`src/rtl/opnd_skid_reg_pkg.sv`:
```
// Shared types and default widths for the operand skid register stage.
// State encoding and widths used by opnd_skid_reg and its entry registers.
package opnd_skid_reg_pkg;

  localparam int OPND_WIDTH = 16;
  localparam int OPND_TAG_W = 3;

  typedef enum logic [1:0] {
    EMPTY = 2'b00,
    FULL  = 2'b01,
    SKID  = 2'b10
  } opnd_state_e;

endpackage

```
`src/rtl/opnd_entry_reg.sv`:
```
// Load-enabled storage for one operand entry {A, B, tag}.
// Synchronous active-low reset clears the entry.
module opnd_entry_reg
  import opnd_skid_reg_pkg::*;
#(
  parameter int W = 2 * OPND_WIDTH + OPND_TAG_W
) (
  input  logic         clk,
  input  logic         rst_n,
  input  logic         i_load,
  input  logic [W-1:0] i_d,
  output logic [W-1:0] o_q
);

  logic [W-1:0] r_q;

  always_ff @(posedge clk) begin
    if (!rst_n) begin
      r_q <= '0;
    end else if (i_load) begin
      r_q <= i_d;
    end
  end

  assign o_q = r_q;

endmodule

```
`src/rtl/opnd_skid_reg.sv`:
```
// Operand register stage into execute with a one-entry skid buffer.
// Optional stall counter output enabled by OPND_STALL_CNT_EN.
module opnd_skid_reg
  import opnd_skid_reg_pkg::*;
#(
  parameter int WIDTH = OPND_WIDTH,
  parameter int TAG_W = OPND_TAG_W
) (
  input  logic             clk,
  input  logic             rst_n,
  input  logic             flush,
  input  logic             in_valid,
  output logic             in_ready,
  input  logic [WIDTH-1:0] in_a,
  input  logic [WIDTH-1:0] in_b,
  input  logic [TAG_W-1:0] in_tag,
  output logic             out_valid,
  input  logic             out_ready,
  output logic [WIDTH-1:0] out_a,
  output logic [WIDTH-1:0] out_b,
  output logic [TAG_W-1:0] out_tag
`ifdef OPND_STALL_CNT_EN
  ,
  output logic [15:0]      stall_cnt
`endif
);

  localparam int EW = 2 * WIDTH + TAG_W;

  opnd_state_e r_state;
  opnd_state_e w_nxt;
  logic        w_ld_main;
  logic        w_ld_skid;
  logic [EW-1:0] w_in_ent;
  logic [EW-1:0] w_main_d;
  logic [EW-1:0] w_main_q;
  logic [EW-1:0] w_skid_q;

  always_ff @(posedge clk) begin
    if (!rst_n) begin
      r_state <= EMPTY;
    end else begin
      r_state <= w_nxt;
    end
  end

  // Flush drops both entries and any incoming operand.
  always_comb begin
    w_nxt     = r_state;
    w_ld_main = 1'b0;
    w_ld_skid = 1'b0;
    if (flush) begin
      w_nxt = EMPTY;
    end else begin
      unique case (r_state)
        EMPTY: begin
          if (in_valid) begin
            w_ld_main = 1'b1;
            w_nxt     = FULL;
          end
        end
        FULL: begin
          if (in_valid && out_ready) begin
            w_ld_main = 1'b1;
          end else if (!in_valid && out_ready) begin
            w_nxt = EMPTY;
          end else if (in_valid && !out_ready) begin
            w_ld_skid = 1'b1;
            w_nxt     = SKID;
          end
        end
        SKID: begin
          if (out_ready) begin
            w_ld_main = 1'b1;
            w_nxt     = FULL;
          end
        end
        default: w_nxt = EMPTY;
      endcase
    end
  end

  assign w_in_ent = {in_a, in_b, in_tag};
  assign w_main_d = (r_state == SKID) ? w_skid_q : w_in_ent;

  opnd_entry_reg #(.W(EW)) u_main (
    .clk    (clk),
    .rst_n  (rst_n),
    .i_load (w_ld_main),
    .i_d    (w_main_d),
    .o_q    (w_main_q)
  );

  opnd_entry_reg #(.W(EW)) u_skid (
    .clk    (clk),
    .rst_n  (rst_n),
    .i_load (w_ld_skid),
    .i_d    (w_in_ent),
    .o_q    (w_skid_q)
  );

  assign {out_a, out_b, out_tag} = w_main_q;
  assign out_valid = (r_state != EMPTY);
  assign in_ready  = (r_state != SKID);

`ifdef OPND_STALL_CNT_EN
  logic [15:0] r_stall_cnt;

  always_ff @(posedge clk) begin
    if (!rst_n) begin
      r_stall_cnt <= '0;
    end else if (flush) begin
      r_stall_cnt <= '0;
    end else if (out_valid && !out_ready &&
                 (r_stall_cnt != 16'hFFFF)) begin
      r_stall_cnt <= r_stall_cnt + 16'd1;
    end
  end

  assign stall_cnt = r_stall_cnt;
`endif

endmodule
```
`config.mk`:
```
export PLATFORM = sky130hd
export DESIGN_NAME = opnd_skid_reg
export DESIGN_NICKNAME = d
export VERILOG_FILES = /design/src/rtl/opnd_skid_reg_pkg.sv /design/src/rtl/opnd_entry_reg.sv /design/src/rtl/opnd_skid_reg.sv
export SDC_FILE = /design/constraint.sdc
export NUM_CORES = 1
export LEC_CHECK = 0
export BUFFER_PORTS_ARGS = -buffer_cell sky130_fd_sc_hd__buf_2
export CAP_MARGIN = 15
export CORE_MARGIN = 3
export CORE_UTILIZATION = 53
export DETAILED_ROUTE_END_ITERATION = 10
export GPL_TIMING_DRIVEN = 0
export PLACE_DENSITY_LB_ADDON = 0.05
export SLEW_MARGIN = 40
export SYNTH_ARGS = -nofsm -noshare
export SYNTH_HDL_FRONTEND = slang
export SYNTH_SLANG_ARGS = --single-unit
```
`constraint.sdc`:
```
create_clock -name clk -period 2.15 [get_ports clk]
set_clock_uncertainty 0.05 [all_clocks]
set_input_delay 0.1075 -clock clk [delete_from_list [all_inputs] [get_ports clk]]
set_output_delay 0.1075 -clock clk [all_outputs]
set_load 0.02 [all_outputs]
```
### After elaboration in Yosys (flattened, before gate mapping)

Index checks and enable logic that the tools add are counted.

| cells by class | value |
|---|---|
| $add $sub $neg | 0 |
| $mul | 0 |
| divide/modulo/power cells | 0 |
| magnitude comparators | 0 |
| equal/unequal tests | 7 |
| shift-type cells | 0 |
| mux-type cells | 17 |
| bitwise gates (word level) | 1 |
| reductions and logical operators | 9 |

Operators with widths:

| kind | count |
|---|---|
| 2-to-1 mux 35 bit | 1 |
| 2-to-1 mux 2 bit | 5 |
| 2-to-1 mux 1 bit | 9 |
| != test 2 bit, second input constant | 4 |
| case mux 2 bit (3 select lines) | 1 |
| AND reduction 4 bit | 1 |
| logical AND 1 bit | 3 |
| != test 3 bit, second input constant | 1 |
| case mux 1 bit (3 select lines) | 1 |
| == test 2 x 1 -> 1 bit, second input constant | 1 |
| == test 2 bit, second input constant | 1 |
| zero test 1 bit | 2 |
| zero test 2 bit | 1 |
| nonzero test 2 bit | 1 |
| OR reduction 2 bit | 1 |
| inverter 1 bit | 1 |

| storage, ports and cells | value |
|---|---|
| bits in registers | 72 |
| bits in latches | 0 |
| RAM bits | 0 |
| ROM bits | 0 |
| bits of input ports | 40 |
| output and inout port bits | 37 |
| logic and storage cells | 37 |
| memories | 0 |

### Logic depth before layout (Yosys ltp)

Gate-level depths: netlist of run 1.

| depth | value |
|---|---|
| depth in word-level cells | 7 |
| depth in mapped cells | 7 |
| mapped depth without buffers | 5 |

### Cells and area by module

Synthesis of run 1 repeated with hierarchy kept, for this count alone.

| unflattened totals | value |
|---|---|
| cell total of the unflattened synthesis | 288 |
| area total of the unflattened synthesis | 3472.1 sq um |

By module, submodules not included:

| module | instances | cells an instance | area each (sq um) | sequential area each (sq um) |
|---|---|---|---|---|
| opnd_entry_reg | 2 | 112 | 1352.5 | 700.7 |
| opnd_skid_reg | 1 | 64 | 767.0 | 40.0 |

### Worst setup path after synthesis of run 1

Ideal clock, no wire load.

| timing path | value |
|---|---|
| kind | reg-to-reg |
| start point | reg r_state[0] |
| end point | reg u_main.r_q[0], in the netlist u_main.o_q[0] |
| setup time | 0.081 ns |
| arrival | 1.379 ns |
| required time | 2.019 ns |
| slack | 0.640 ns |
| stages on the path, launching flop included | 6 |
| buffers on the path | 2 |
| clock period less this slack | 1.510 ns |
| cells stage by stage | dfxtp_1 mux2_2 a21o_1 buf_6 buf_6 a211oi_2 |

| between the ends | value |
|---|---|
| longest elaborated chain between the ends | 3 |
| elaborated cells between the ends (all ways) | 6 |
| those cells by class | 2 x eq/ne; 3 x mux; 1 x reduce/logical |

Ends and longest elaborated chain:

| item | line | text |
|---|---|---|
| start: declaration | opnd_skid_reg.sv:30 | `opnd_state_e r_state;` |
| start signal: assignment | opnd_skid_reg.sv:43 | `r_state <= w_nxt;` |
| == test 2 bit (tied with other cells) | opnd_skid_reg.sv:55, opnd_skid_reg.sv:84 |  |
| case mux 1 bit (3 select lines) | opnd_skid_reg.sv:55 | `unique case (r_state)` |
| 2-to-1 mux 1 bit | opnd_skid_reg.sv:52 | `if (flush) begin` |
| end signal: assignment | opnd_entry_reg.sv:21 | `r_q <= i_d;` |
| end: declaration | opnd_entry_reg.sv:15 | `logic [W-1:0] r_q;` |

Parallel ways exist; a longest one is shown, timed or not.
A chain may end at the register's enable or synchronous reset.

### Worst setup path after layout of run 1

| timing path | value |
|---|---|
| start point | reg r_state[1] |
| end point | reg u_main.r_q[3], in the netlist u_main.o_q[3] |

Same word-level chain as after synthesis.

==> metrics.yaml, run 1 <==
global_route:
  grt_max_degree: 13
  grt_pass1_vias: 2863
  overflow: 0
  grt_usage_pct: 23.1
  antenna_found_initial: 0
  grt_pass1_wl_um: 13500
detailed_routing:
  drt-vias-per-instance: 5.47
  routed.top_layer: "met4"
  dr_wl_met2_um: 3830
  detail_route.wl_per_cell_um: 15.1
  postRouteAntennaNets: 0
  drt-pass1-iter-count: 4
  drt-met1-wl_um: 3760
  drt_iter0_drc: 151
  route.met3.wl_um: 395
  drcViolationCount: 0
  routed-via-count: 2937
  wl_um: 8130
hold_path:
  hold_path_end: "r_state[1]"
  hp-class: "primary input to flip-flop"
  hold_depth: 3
  hp-start: "flush"
worst_setup_path:
  cp_slowest_stage_delay_ps: 510
  slowest_stage: "nor2_1"
  reg2reg_to: "u_main.o_q[3]"
  worstReg2RegStart: "r_state[1]"
  critical_path_buf_inv_count: 1
  cp-end-kind: "flip-flop"
  crit_type: "flip-flop to flip-flop"
  arrival_ps: 2060
  start_kind: "flip-flop"
  path_delay_family: "simple AND/OR/NAND/NOR gates"
  worstPathCellList: "nor2_1 -> clkbuf_1 -> a211oi_1 -> a211oi_2"
  worst_ep_required_time_ps: 2360
  r2r_slack_ps: 310
  reg2regPathDepth: 4
  worstPathMaxFanout: 10
yosys:
  dominantRegCellSynth: "dfxtp_1"
  ys_ff_latch: 72
  yosysUniqueCellTypes: 26
  synthArstFlopShare_pct: 0
  syn_inst: 338
  syn-num-nets: 381
  synth_top_area_cell: "dfxtp_1"
  synth_top_area_share_pct: 44.1
  netlist_area_um2: 3270
  synth_edf_count: 0
  yosys_warnings: 0
  seq_area_frac_synth_pct: 44.1
  ys_top_cells_by_area: "dfxtp_1 44%, a211oi_2 11%, mux2i_1 11%"
  synth_most_common_cell: "dfxtp_1"
  synth_commonest_cells: "72 x dfxtp_1, 70 x nand2_1, 40 x a211oi_1"
  synth.avg_cell_area_um2: 9.66
clock_network:
  clk_latency_ps: 350
  clock_path_buffers: 2
  ctsHtreeMaxLevel: 3
  cts_buffers: 9
  cts_setup_buffers: 0
  clk_pin_slew_ps: 80
  cts_sinks: 72
  clock-root-buffer: "clkbuf_8"
  cts_tree: "yes"
outcome:
  status: "complete, no violations"
sta:
  tightest_slew_ps: 750
  rsz0062_at_grt: "false"
  setup_viol: 0
  setup_tns_ps: 0
  drv_slew: 0
  final_hold_viol_count: 0
  fmax_mhz: 543
  fin_crit_ps: 1840
  fin_crit_sh_pct: 85.7
  slew_headroom_pct: 50.0
layout:
  area_delta_synth_final_pct: 33.3
  final_layout_size_suffix_gt1_share_pct: 30.3
  finalNetCount: 504
  num_antenna_cells: 0
die:
  die_x_um: 84.5
  die-area_um2: 7140
  start_util_pct: 56.9
  row_count: 27
  boundaryPins: 77
  core-area_um2: 5740
  die_h_um: 84.5
power_and_ir_drop:
  ir_worst_vdd_v: 0.000512
  p_per_area_nw_per_um2: 752
  static-leakage-power_uw: 0.00194
  power.total_uw: 3280
flow_run:
  cap_viol_max_count: 0
placement:
  place_congestion: 0.794
  io_buffers: 76
  hpwl_um: 5330
-- layer usage --
metal / vias up / global-route usage, %
met4: 0 / 9.06
met3: 13 / 3.93
met1: 1377 / 30.5
met5: - / 0
met2: 76 / 37.9
li1: 1471 / -
-- timing repair --
| item | CTS | global route |
|---|---|---|
| endpoints found under the hold margin | 36 | 0 |
| setup endpoints to repair | 0 | 0 |
| resized for setup | 0 | 0 |
| hold buffers | 36 | 0 |
-- layout by cell type, fill, tap and decap left out, types with 3 or more instances in the layout --
cell,n
mux2i_1,35
a211oi_1,40
ha_1,3
a21oi_1,36
clkbuf_8,9
nand2_1,70
dlygate4sd3_1,36
buf_6,5
buf_2,85
dfxtp_1,72
nand2b_1,3
bufinv_16,4
clkbuf_1,16
a211oi_2,30
nor2_1,3
-- worst max-delay path by stage --
stage / from / to / slack, ps / cells past startpoint
6_report: r_state[1] / u_main.o_q[3] / 310 / 4
5_1_grt: r_state[1] / u_main.o_q[14] / 130 / 4
4_1_cts: r_state[1] / u_main.o_q[31] / 330 / 4
3_5_place_dp: r_state[1] / u_main.o_q[30] / 380 / 4
3_3_place_gp: r_state[1] / u_main.o_q[26] / 400 / 4
2_1_floorplan: r_state[0] / u_main.o_q[0] / 640 / 5
-- state kept, by name, summed over array words and instances, names as in the netlist --
register	cells
r_state	2
u_skid.o_q	35
u_main.o_q	35
-- tightest hold or removal path, cell delays in order --
cell,delay [ps]
buf_2,130
nand2b_1,120
nor2_1,50
-- cells by family (layout without fill, tap and decap cells) --
family	Yosys count	count (layout)	share of synthesized area (%)
AO/OA/AOI/OAI	110	110	27.2
AND/OR/NAND/NOR	81	81	10.5
flip-flops	72	72	44.1
multiplexers	36	36	11.1
buffers and inverters	36	163	5.98
adder cells (fa/ha/maj)	3	3	1.15
-- metrics by stage --
stage	setup slack (ps)	std cells	hold WS [ps]	area, µm²	util (%)
3_3_place_gp	403	486	308	3740	65.1
3_5_place_dp	377	486	315	3740	65.1
2_1_floorplan	640	338	193	3270	-
6_report	307	537	51.0	4350	75.8
4_1_cts	333	537	33.5	4350	75.8
5_1_grt	132	537	71.2	4350	75.8
-- power breakdown --
group | leakage, µW | total, µW | switching [µW] | internal [µW]
Combinational | 0.00122 | 476 | 266 | 210
Sequential | 0.000587 | 1420 | 32.7 | 1390
Clock | 0.000125 | 1380 | 498 | 880
Total | 0.00194 | 3280 | 796 | 2480
-- layout make-up --
class | count | area [µm²]
sequential | 72 | 1440
clock inverter | 6 | 133
tap | 72 | 90.1
clock buffer | 9 | 124
fill | 419 | 1390
inverter | 3 | 11.3
multi-input combinational | 230 | 1630
buffer | 33 | 184
timing repair buffer | 112 | 741
Note: power is estimated with default switching activity, not from simulation.
==> run 2, diff against run 1 <==
--- a/config.mk
+++ b/config.mk
@@ -11,7 +11,7 @@
 export CORE_UTILIZATION = 53
 export DETAILED_ROUTE_END_ITERATION = 10
 export GPL_TIMING_DRIVEN = 0
-export PLACE_DENSITY_LB_ADDON = 0.05
+export PLACE_DENSITY_LB_ADDON = 0.15
 export SLEW_MARGIN = 40
 export SYNTH_ARGS = -nofsm -noshare
 export SYNTH_HDL_FRONTEND = slang
==> run 2 against run 1 <==
Compared with the run above: flip-flop and latch count unchanged; routed wire length fell by 0.18%; final area shrank 1.3%; fmax rose by 1.3%; total power shrank 9.1%; via count rose by 0.48%; clock power is 22% lower; largest power group unchanged; sequential share of layout area increased by 0.44 points; global-route usage up 0.80 points.
==> metrics.yaml, run 2 (same netlist as run 1, synthesis figures left out) <==
clock_network:
  ctsHtreeMaxLevel: 3
  clock-root-buffer: "clkbuf_8"
  clock_path_buffers: 2
  cts_setup_buffers: 0
  cts_sinks: 72
  cts_tree: "yes"
  clk_pin_slew_ps: 70
  clk_latency_ps: 330
  cts_buffers: 9
worst_setup_path:
  r2r_slack_ps: 330
  worstReg2RegStart: "r_state[1]"
  critical_path_buf_inv_count: 1
  crit_type: "flip-flop to flip-flop"
  cp_slowest_stage_delay_ps: 500
  path_depth: 4
  cp-end-kind: "flip-flop"
  reg2reg_to: "u_main.o_q[28]"
  slowest_stage: "nor2_1"
  start_kind: "flip-flop"
  path_delay_family: "simple AND/OR/NAND/NOR gates"
  worstPathMaxFanout: 10
  worst_ep_required_time_ps: 2350
  worstPathCellList: "nor2_1 -> clkbuf_1 -> a211oi_1 -> a211oi_2"
  arrival_ps: 2020
  reg2regPathDepth: 4
sta:
  setup_viol: 0
  rsz0062_at_grt: "false"
  slew_headroom_pct: 49.7
  setup_ws_ps: 331
  tightest_slew_ps: 754
  fin_crit_sh_pct: 84.6
  fin_crit_ps: 1820
  holdWs_ps: 56.6
  fmax_mhz: 550
  final_hold_viol_count: 0
  drv_slew: 0
  setup_tns_ps: 0
global_route:
  grt_pass1_vias: 2938
  overflow: 0
  grt_pass1_wl_um: 14100
  grt_max_degree: 12
  grt_usage_pct: 24.0
  antenna_found_initial: 0
layout:
  final_layout_size_suffix_gt1_share_pct: 30.0
  postLayoutCoreUtil_pct: 74.8
  final_common_cell: "buf_2"
  num_antenna_cells: 0
  finalNetCount: 504
  area_delta_synth_final_pct: 31.5
  layout_common_cells: "85 x buf_2, 72 x dfxtp_1, 70 x nand2_1, 40 x a211oi_1"
hold_path:
  hp-start: "flush"
  hold_path_end: "r_state[1]"
  hp-class: "primary input to flip-flop"
  hold_depth: 3
power_and_ir_drop:
  seqPwrFrac_pct: 47.8
  combPwrFrac_pct: 16.0
  p_clk_share_pct: 36.2
  p_per_area_nw_per_um2: 693
  ir_worst_vdd_v: 0.000422
  power.internal_uw: 2200
  switchingPower_uw: 779
  static-leakage-power_uw: 0.00192
  swShare_pct: 26.2
detailed_routing:
  drcViolationCount: 0
  drt-vias-per-instance: 5.49
  postRouteAntennaNets: 0
  routed-via-count: 2951
  drt_iter0_drc: 209
  detail_route.wl_per_cell_um: 15.1
  drt-pass1-iter-count: 4
  wl_um: 8110
placement:
  hpwl_um: 5360
  io_buffers: 76
  place_ws_ps: 383
  place_congestion: 0.749
die:
  row_count: 27
  start_util_pct: 56.9
  die_h_um: 84.5
  die-area_um2: 7140
  core-area_um2: 5740
  boundaryPins: 77
  die_x_um: 84.5
flow_run:
  cap_viol_max_count: 0
outcome:
  status: "complete, no violations"
run 2: worst max-delay path by stage:
stage	start	to
after floorplan	r_state[0]	u_main.o_q[0]
after global placement	r_state[1]	u_main.o_q[26]
after detailed placement	r_state[1]	u_main.o_q[29]
after CTS	r_state[1]	u_main.o_q[26]
after global routing	r_state[1]	u_main.o_q[24]
final	r_state[1]	u_main.o_q[28]
run 2: metal layers:
layer  vias up  GRT usage (%)  wire [µm]
li1       1467              -          -
met2        85           38.5       3880
met1      1391           31.8       3680
met4         0           6.47         74
met3         8           6.48        477
met5         -              0          0
run 2: what timing repair did:
| action | CTS | global route |
|---|---|---|
| hold endpoints to repair | 36 | 0 |
| setup endpoints to repair | 0 | 0 |
| resized for setup | 0 | 0 |
| hold buffers | 36 | 0 |
run 2: cell type report:
type	count	area, µm²
well taps	72	90.1
fillers	449	1450
clock inverters	3	40.0
inverters	3	11.3
plain buffers	33	184
clock buffers	13	159
repair buffers	112	741
flip-flops and latches	72	1440
multi-input cells	230	1630
run 2: per-stage QoR:
step,instance area (µm²),cells,total power (µW)
2_1_floorplan,3270,338,1730
3_3_place_gp,3740,486,1870
3_5_place_dp,3740,486,1870
4_1_cts,4300,538,2990
5_1_grt,4300,538,3110
6_report,4300,538,2980
run 2: worst reg2reg max path, delay by kind of cell, from the launching register on:
| kind | cells | cell delay, ps |
|---|---|---|
| flip-flops | 1 | 370 |
| AO/OA/AOI/OAI | 2 | 390 |
| buffers and inverters | 1 | 440 |
| AND/OR/NAND/NOR | 1 | 500 |
run 2: power by group through the flow:
| stage | clock network (µW) | logic [µW] | registers [µW] |
|---|---|---|---|
| floorplan | 0 | 220 | 1510 |
| global placement | 0 | 416 | 1450 |
| detailed placement | 0 | 423 | 1450 |
| CTS | 1090 | 476 | 1420 |
| global route | 1160 | 520 | 1430 |
| finish | 1080 | 476 | 1420 |
